### src/rtl/lstm_pkg.sv
// Shared definitions for the LSTM next-word predictor control path.
package lstm_pkg;

  localparam int NUM_PARAMS    = 6002;
  localparam int BW            = 32;
  localparam int SEQ_LENGTH    = 4;
  localparam int ENC           = 27;
  localparam int AW            = $clog2(NUM_PARAMS);
  localparam int SETTLE_CYCLES = 8;

  typedef enum logic [2:0] {
    S_IDLE,
    S_LOAD,
    S_READY,
    S_COMPUTE,
    S_OUT
  } seq_state_t;

endpackage

### src/rtl/lstm_param_writer.sv
// Parameter-image write port: address counter plus registered memory write.
module lstm_param_writer #(
  parameter int NUM_PARAMS = 6002,
  parameter int BW         = 32,
  parameter int AW         = 13
) (
  input  logic          clk,
  input  logic          rst,
  input  logic          clear,
  input  logic          wr,
  input  logic [BW-1:0] wr_data,
  output logic          last,
  output logic          mem_ena,
  output logic          mem_wea,
  output logic [AW-1:0] mem_addr,
  output logic [BW-1:0] mem_dina
);

  logic [AW-1:0] cnt;

  // The write in flight targets the final image slot.
  assign last = (cnt == AW'(NUM_PARAMS - 1));

  // One registered write per accepted word; the counter then advances.
  always_ff @(posedge clk) begin
    if (rst) begin
      cnt      <= '0;
      mem_ena  <= 1'b0;
      mem_wea  <= 1'b0;
      mem_addr <= '0;
      mem_dina <= '0;
    end else if (clear) begin
      cnt     <= '0;
      mem_ena <= 1'b0;
      mem_wea <= 1'b0;
    end else if (wr) begin
      mem_ena  <= 1'b1;
      mem_wea  <= 1'b1;
      mem_addr <= cnt;
      mem_dina <= wr_data;
      cnt      <= cnt + 1'b1;
    end else begin
      mem_ena <= 1'b0;
      mem_wea <= 1'b0;
    end
  end

endmodule

### src/rtl/lstm_seq_ctrl.sv
// Sequencing controller: parameter load, word presentation, prediction capture.
module lstm_seq_ctrl #(
  parameter int NUM_PARAMS    = lstm_pkg::NUM_PARAMS,
  parameter int BW            = lstm_pkg::BW,
  parameter int SEQ_LENGTH    = lstm_pkg::SEQ_LENGTH,
  parameter int ENC           = lstm_pkg::ENC,
  parameter int SETTLE_CYCLES = lstm_pkg::SETTLE_CYCLES,
  parameter int AW            = lstm_pkg::AW
) (
  input  logic                      clk,
  input  logic                      rst,
  input  logic                      load_start,
  input  logic                      param_valid,
  output logic                      param_ready,
  input  logic [BW-1:0]             param_data,
  output logic                      mem_ena,
  output logic                      mem_wea,
  output logic [AW-1:0]             mem_addr,
  output logic [BW-1:0]             mem_dina,
  input  logic                      word_valid,
  output logic                      word_ready,
  input  logic [ENC*SEQ_LENGTH-1:0] word_in,
  output logic [ENC*SEQ_LENGTH-1:0] core_word,
  input  logic [5:0]                core_char,
  output logic                      pred_valid,
  input  logic                      pred_ready,
  output logic [5:0]                pred_char,
  output logic                      pred_err,
  output logic                      loaded
);

  import lstm_pkg::*;

  localparam int         SW      = (SETTLE_CYCLES > 1) ? $clog2(SETTLE_CYCLES) : 1;
  localparam logic [5:0] ENC_LIM = 6'(ENC);

  seq_state_t    state;
  logic [SW-1:0] settle;
  logic          param_hs;
  logic          load_clear;
  logic          load_last;

  assign param_hs   = param_valid & param_ready;
  // A reload may begin from IDLE or READY only; it wins over a word in READY.
  assign load_clear = load_start & ((state == S_IDLE) | (state == S_READY));

  lstm_param_writer #(
    .NUM_PARAMS (NUM_PARAMS),
    .BW         (BW),
    .AW         (AW)
  ) u_writer (
    .clk      (clk),
    .rst      (rst),
    .clear    (load_clear),
    .wr       (param_hs),
    .wr_data  (param_data),
    .last     (load_last),
    .mem_ena  (mem_ena),
    .mem_wea  (mem_wea),
    .mem_addr (mem_addr),
    .mem_dina (mem_dina)
  );

  // Sequencing FSM with all handshake and result outputs registered.
  always_ff @(posedge clk) begin
    if (rst) begin
      state       <= S_IDLE;
      param_ready <= 1'b0;
      word_ready  <= 1'b0;
      pred_valid  <= 1'b0;
      pred_err    <= 1'b0;
      pred_char   <= '0;
      core_word   <= '0;
      loaded      <= 1'b0;
      settle      <= '0;
    end else begin
      case (state)
        S_IDLE: begin
          if (load_start) begin
            state       <= S_LOAD;
            param_ready <= 1'b1;
            loaded      <= 1'b0;
          end
        end
        S_LOAD: begin
          if (param_hs && load_last) begin
            state       <= S_READY;
            param_ready <= 1'b0;
            word_ready  <= 1'b1;
            loaded      <= 1'b1;
          end
        end
        S_READY: begin
          if (load_start) begin
            state       <= S_LOAD;
            word_ready  <= 1'b0;
            param_ready <= 1'b1;
            loaded      <= 1'b0;
          end else if (word_valid) begin
            state      <= S_COMPUTE;
            word_ready <= 1'b0;
            core_word  <= word_in;
            settle     <= SW'(SETTLE_CYCLES - 1);
          end
        end
        S_COMPUTE: begin
          if (settle == '0) begin
            state      <= S_OUT;
            pred_char  <= core_char;
            pred_err   <= (core_char >= ENC_LIM);
            pred_valid <= 1'b1;
          end else begin
            settle <= settle - 1'b1;
          end
        end
        S_OUT: begin
          if (pred_ready) begin
            state      <= S_READY;
            pred_valid <= 1'b0;
            word_ready <= 1'b1;
          end
        end
        default: state <= S_IDLE;
      endcase
    end
  end

endmodule

### config.mk
export PLATFORM = sky130hd
export DESIGN_NAME = lstm_seq_ctrl
export DESIGN_NICKNAME = d
export VERILOG_FILES = /design/src/rtl/lstm_pkg.sv /design/src/rtl/lstm_param_writer.sv /design/src/rtl/lstm_seq_ctrl.sv
export SDC_FILE = /design/constraint.sdc
export NUM_CORES = 1
export LEC_CHECK = 0
export BUFFER_PORTS_ARGS = -buffer_cell sky130_fd_sc_hd__buf_2
export CORE_ASPECT_RATIO = 1.25
export CORE_MARGIN = 5
export CORE_UTILIZATION = 50
export DETAILED_ROUTE_END_ITERATION = 16
export PLACE_DENSITY = 0.85
export SKIP_CTS_REPAIR_TIMING = 1
export SLEW_MARGIN = 30
export SYNTH_ARGS = -nofsm -noshare
export SYNTH_HDL_FRONTEND = slang
export SYNTH_SLANG_ARGS = --single-unit
### constraint.sdc
create_clock -name clk -period 3.2 [get_ports clk]
set_clock_uncertainty 0.05 [all_clocks]
set_input_delay 0.16 -clock clk [delete_from_list [all_inputs] [get_ports clk]]
set_output_delay 0.16 -clock clk [all_outputs]
set_load 0.01 [all_outputs]
* After elaboration in Yosys (flattened, before gate mapping)
Cells that the tools add are included.
Word-level totals: flip-flop bits (word level) 184, output and inout port bits 166
Cells by class: eq/ne operators 14, reduce and logical (&&, ||, !) cells 17, muxes and demuxes 25, $lt $le $gt $ge 1, $add $sub $neg 2, bitwise gates (word level) 5
Operators by type and width (count):
- 3-bit 2-to-1 mux | 9
- 3-bit one-hot mux with 5 select lines | 1
- 2-bit inequality test (second input constant) | 7
- 13-bit by 1-bit adder with 13-bit output (second input constant) | 1
- 13-bit == test (second input constant) | 1
- 1-bit 2-to-1 mux | 10
- 3-bit AND reduction | 3
- 4-bit AND reduction | 2
- 3-bit by 2-bit == test with 1-bit output (second input constant) | 2
- 6-bit by 5-bit greater-or-equal comparator with 1-bit output (second input constant) | 1
- 3-bit zero test | 2
- 1-bit one-hot mux with 2 select lines | 3
- 3-bit one-hot mux with 2 select lines | 1
- 2-bit nonzero test | 3
- 5-bit AND reduction | 1
- 2-bit AND reduction | 2
- 2-bit OR reduction | 2
- 3-bit by 1-bit == test with 1-bit output (second input constant) | 1
- 3-bit == test (second input constant) | 1
- 3-bit inequality test (second input constant) | 1
- 1-bit one-hot mux with 3 select lines | 1
- 3-bit nonzero test | 1
- 3-bit by 1-bit subtractor with 3-bit output (second input constant) | 1
- 1-bit AND | 2
- other kinds (4) | 5

* Longest topological paths before layout
word-level depth 5, mapped depth 8

* Modules after synthesis
From an unflattened synthesis, not the netlist that was laid out.
Unflattened totals: cell total of the unflattened synthesis 869, area, all modules 7119.3 um2
By module, submodules not included:
- lstm_seq_ctrl | instances 1, area an instance 4908.5 um2, sequential area each 2502.4 um2, cells each 594
- lstm_param_writer | instances 1, area an instance 2210.9 um2, sequential area each 1181.1 um2, cells each 275

* Worst setup path after synthesis
OpenSTA, ideal clock, no wires.
kind register -> register, start register u_writer.cnt[0], end register word_ready, stages on the path, launching flop included 6, required time 3.064 ns, data arrival time 1.383 ns, setup slack 1.681 ns, path buffers 0, setup time 0.086 ns, cells stage by stage dfxtp_1 -> ha_1 -> and4bb_1 -> nand4_1 -> or3_4 -> a221oi_2
On the way: word-level cells in the longest chain between the ends 4
Ends and longest elaborated chain:
- start, declared | line lstm_param_writer.sv:19 | logic [AW-1:0] cnt;
- start signal, assigned | line lstm_param_writer.sv:41 | cnt <= cnt + 1'b1;
- 13-bit == test | line lstm_param_writer.sv:22 | assign last = (cnt == AW'(NUM_PARAMS - 1));
- 1-bit logical AND | line lstm_seq_ctrl.sv:86 | if (param_hs && load_last) begin
- 2-bit inequality test (no line)
- 4-bit AND reduction (no line)
- end signal, assigned | line lstm_seq_ctrl.sv:89 | word_ready <= 1'b1;
- end signal, assigned | line lstm_seq_ctrl.sv:96 | word_ready <= 1'b0;
- end signal, assigned | line lstm_seq_ctrl.sv:101 | word_ready <= 1'b0;
- end, declared | line lstm_seq_ctrl.sv:21 | output logic word_ready,
Every way passes these cells. A chain may end at the register's enable or synchronous reset.

* Worst setup path in the final report
start register state[1], end register core_word[87]
On the way: word-level cells in the longest chain between the ends 2
Ends and longest elaborated chain:
- start, declared | line lstm_seq_ctrl.sv:37 | seq_state_t state;
- start signal, assigned | line lstm_seq_ctrl.sv:67 | state <= S_IDLE;
- start signal, assigned | line lstm_seq_ctrl.sv:80 | state <= S_LOAD;
- start signal, assigned | line lstm_seq_ctrl.sv:87 | state <= S_READY;
- 3-bit by 2-bit == test with 1-bit output | line lstm_seq_ctrl.sv:77 | case (state)
- 3-bit AND reduction (no line)
- end signal, assigned | line lstm_seq_ctrl.sv:102 | core_word <= word_in;
- end, declared | line lstm_seq_ctrl.sv:23 | output logic [ENC*SEQ_LENGTH-1:0] core_word,
Every way passes these cells.

==> out/metrics.yaml <==
wire_per_inst_um: 17.0
grt_use_total: 0.232
dp_hpwl_um: 14100
syn_avg_cell_area_um2: 8.06
area_growth_pct: 55.8
synthCells: 828
postRouteAntennaNets: 0
grt_max_degree: 61
drive_gt1_frac: 0.289
chipHeight_um: 139
reg2reg_to: "core_word[87]"
grt_pass1_vias: 6012
cp_max_fo: 57
violations: "negative hold slack"
crit_path_start: "state[1]"
fin_tns_setup_ns: 0
yosysWarningCount: 0
synth-seq-area-share: 0.552
worstHoldStart: "core_char[5]"
critical_path_class: "register to register"
place.gp.congestion: 0.828
cts_sinks: 184
synth.distinct_cells: 39
fp-row-count: 47
max_slew_margin: 0.466
numPortBuffers: 317
critPathTopFamily: "simple AND/OR/NAND/NOR gates"
dpl_cell_area_mm2: 0.00830
min_path_type: "input port to register"
critPathBufInv: 1
grt_overflow_total: 0
synth_seq_cells: 184
peakVddDrop_mv: 0.409
viasPerCell: 5.27
die-area_mm2: 0.0158
setup_viol: 0
grt_first_pass_wirelength_um: 30000
synth_nets: 984
initialDrtViolationCount: 759
drv_slew: 0
start_util: 0.506
hold_viol: 1
min_to: "pred_char[5]"
grt_setup_unrepaired: "no"
cts_root_buf: "clkbuf_16"
slowest_stage: "and3_4"
rrSetupSlack_ns: 0.95
critPathMaxStageDelay_ns: 0.67
worstRegToRegCells: 5
fin_crit_sh: 0.703
die_w_um: 113
crit_path_end_kind: "register"
async_flop_share: 0
synth_ff_type: "dfxtp_1"
outcome: "finished with violations"
max_freq_mhz: 445
wl_um: 24600
seqCellArea_mm2: 0.00368
cap_violations: 0
start_kind: "register"
clk_latency_ns: 0.42
clock_path_buffers: 2
pin_count: 318
drc_errors: 0
period_minus_slack_ns: 2.25
tightest_slew_ns: 0.798
cp_data_arrival_time_ns: 2.54
crit_required_ns: 3.49
fillerInstances: 804
syn-cell-area_mm2: 0.00667
fin_nets: 1417
power_density_mw_per_mm2: 461
vias: 7629
p_leak_nw: 4.50
crit_chain: "nor2b_1 > and3_4 > buf_4 > nand2_1 > a21oi_1"
finalInstanceArea_mm2: 0.0104
synth_edf_count: 0
htreeDepth: 4
coreArea_mm2: 0.0132
hold_depth: 3
cts_tree: "done"
timing.hold.ws_ns: -0.0232
multi_input_area_mm2: 0.00271
r2r-start: "state[1]"
drt_first_pass_iters: 5
antenna_found_initial: 3
clk_pin_slew_worst_paths_ns: 0.07
numCtsBuffers: 17
routing by layer:
layer / track usage / wire length (um)
met1: 0.283 / 9070
met3: 0.0694 / 2300
met2: 0.388 / 12100
met4: 0.0829 / 1110
met5: 0 / 0
Yosys cell counts, types with 5 or more instances:
master | count | area share
nor3_1 | 7 | 0.0053
inv_1 | 6 | 0.0034
clkbuf_1 | 29 | 0.016
and4_1 | 5 | 0.0066
nand2_1 | 314 | 0.18
nor2_1 | 24 | 0.014
a21oi_1 | 163 | 0.12
nand3_1 | 5 | 0.0038
mux2i_1 | 6 | 0.0090
buf_2 | 21 | 0.016
dfxtp_1 | 184 | 0.55
buf_4 | 6 | 0.0068
xor2_1 | 6 | 0.0079
state kept, by name (all words and copies together) (netlist names), 3 cells and up:
name and cells:
u_writer.mem_addr 13, core_word 108, state 3, u_writer.cnt 13, settle 3, pred_char 6, u_writer.mem_dina 32
cell usage in the layout, fill, tap and decap left out, types with 2 or more instances in the layout:
cell / instances
a211oi_1: 3
a21oi_1: 163
a311oi_1: 2
a31oi_1: 2
and3_1: 3
and4_1: 5
buf_2: 316
buf_4: 9
bufinv_16: 2
clkbuf_16: 17
clkinv_2: 2
clkinv_4: 3
dfxtp_1: 184
diode_2: 4
dlygate4sd3_1: 147
ha_1: 4
inv_1: 6
inv_6: 3
mux2i_1: 6
nand2_1: 314
nand3_1: 4
nand4_1: 4
nor2_1: 24
nor2b_1: 3
nor3_1: 7
nor3b_2: 3
o21ai_0: 4
or3_1: 2
xnor2_1: 4
xor2_1: 6
worst max path at each step:
stage	end	cells past startpoint
finish	core_word[87]	5
global placement	core_word[71]	5
floorplan	word_ready	5
CTS	core_word[98]	5
global route	core_word[95]	5
detailed placement	core_word[98]	5
logic make-up (layout without fill, tap and decap cells):
| logic type | Yosys count | in the layout | share of synthesized area |
|---|---|---|---|
| other cells | 0 | 4 | 0 |
| simple gates | 380 | 380 | 0.234 |
| fa+ha+maj | 4 | 4 | 0.00750 |
| compound gates | 178 | 178 | 0.139 |
| buf+inv | 66 | 511 | 0.0456 |
| mux | 6 | 6 | 0.00900 |
| xor+xnor | 10 | 10 | 0.0131 |
| flops | 184 | 184 | 0.552 |
worst min-delay path: cells and delay by family:
family,cells,cell delay [ns]
multiplexers,1,0.07
buffers and inverters,1,0.10
AND/OR/NAND/NOR,1,0.08
power breakdown:
part	total [mW]	leakage, nW	internal (mW)	switching, mW
sequential	2.32	1.48	2.31	0.0154
clock	2.08	0.286	1.18	0.901
combinational	0.388	2.73	0.222	0.167
stage by stage:
stage | setup WS [ns] | utilization | total power, mW | hold WS (ns) | cells
finish | 0.951 | 0.789 | 4.79 | -0.0232 | 1448
global route | 0.803 | 0.789 | 4.95 | 0.0159 | 1447
CTS | 1.03 | 0.674 | 4.66 | -0.0944 | 1296
detailed placement | 1.03 | 0.630 | 2.60 | 0.355 | 1265
global placement | 1.12 | 0.630 | 2.60 | 0.350 | 1265
floorplan | 1.68 | - | 2.46 | 0.225 | 828
area by class of cell:
cell class	instances	share of cell area
Clock buffer	19	0.0426
Multi-Input combinational cell	578	0.261
Inverter	6	0.00217
Timing Repair Buffer	474	0.305
Antenna cell	4	0.000963
Tap cell	171	0.0206
Sequential cell	184	0.354
Clock inverter	12	0.0136
Note: power is estimated with default switching activity, not from simulation.
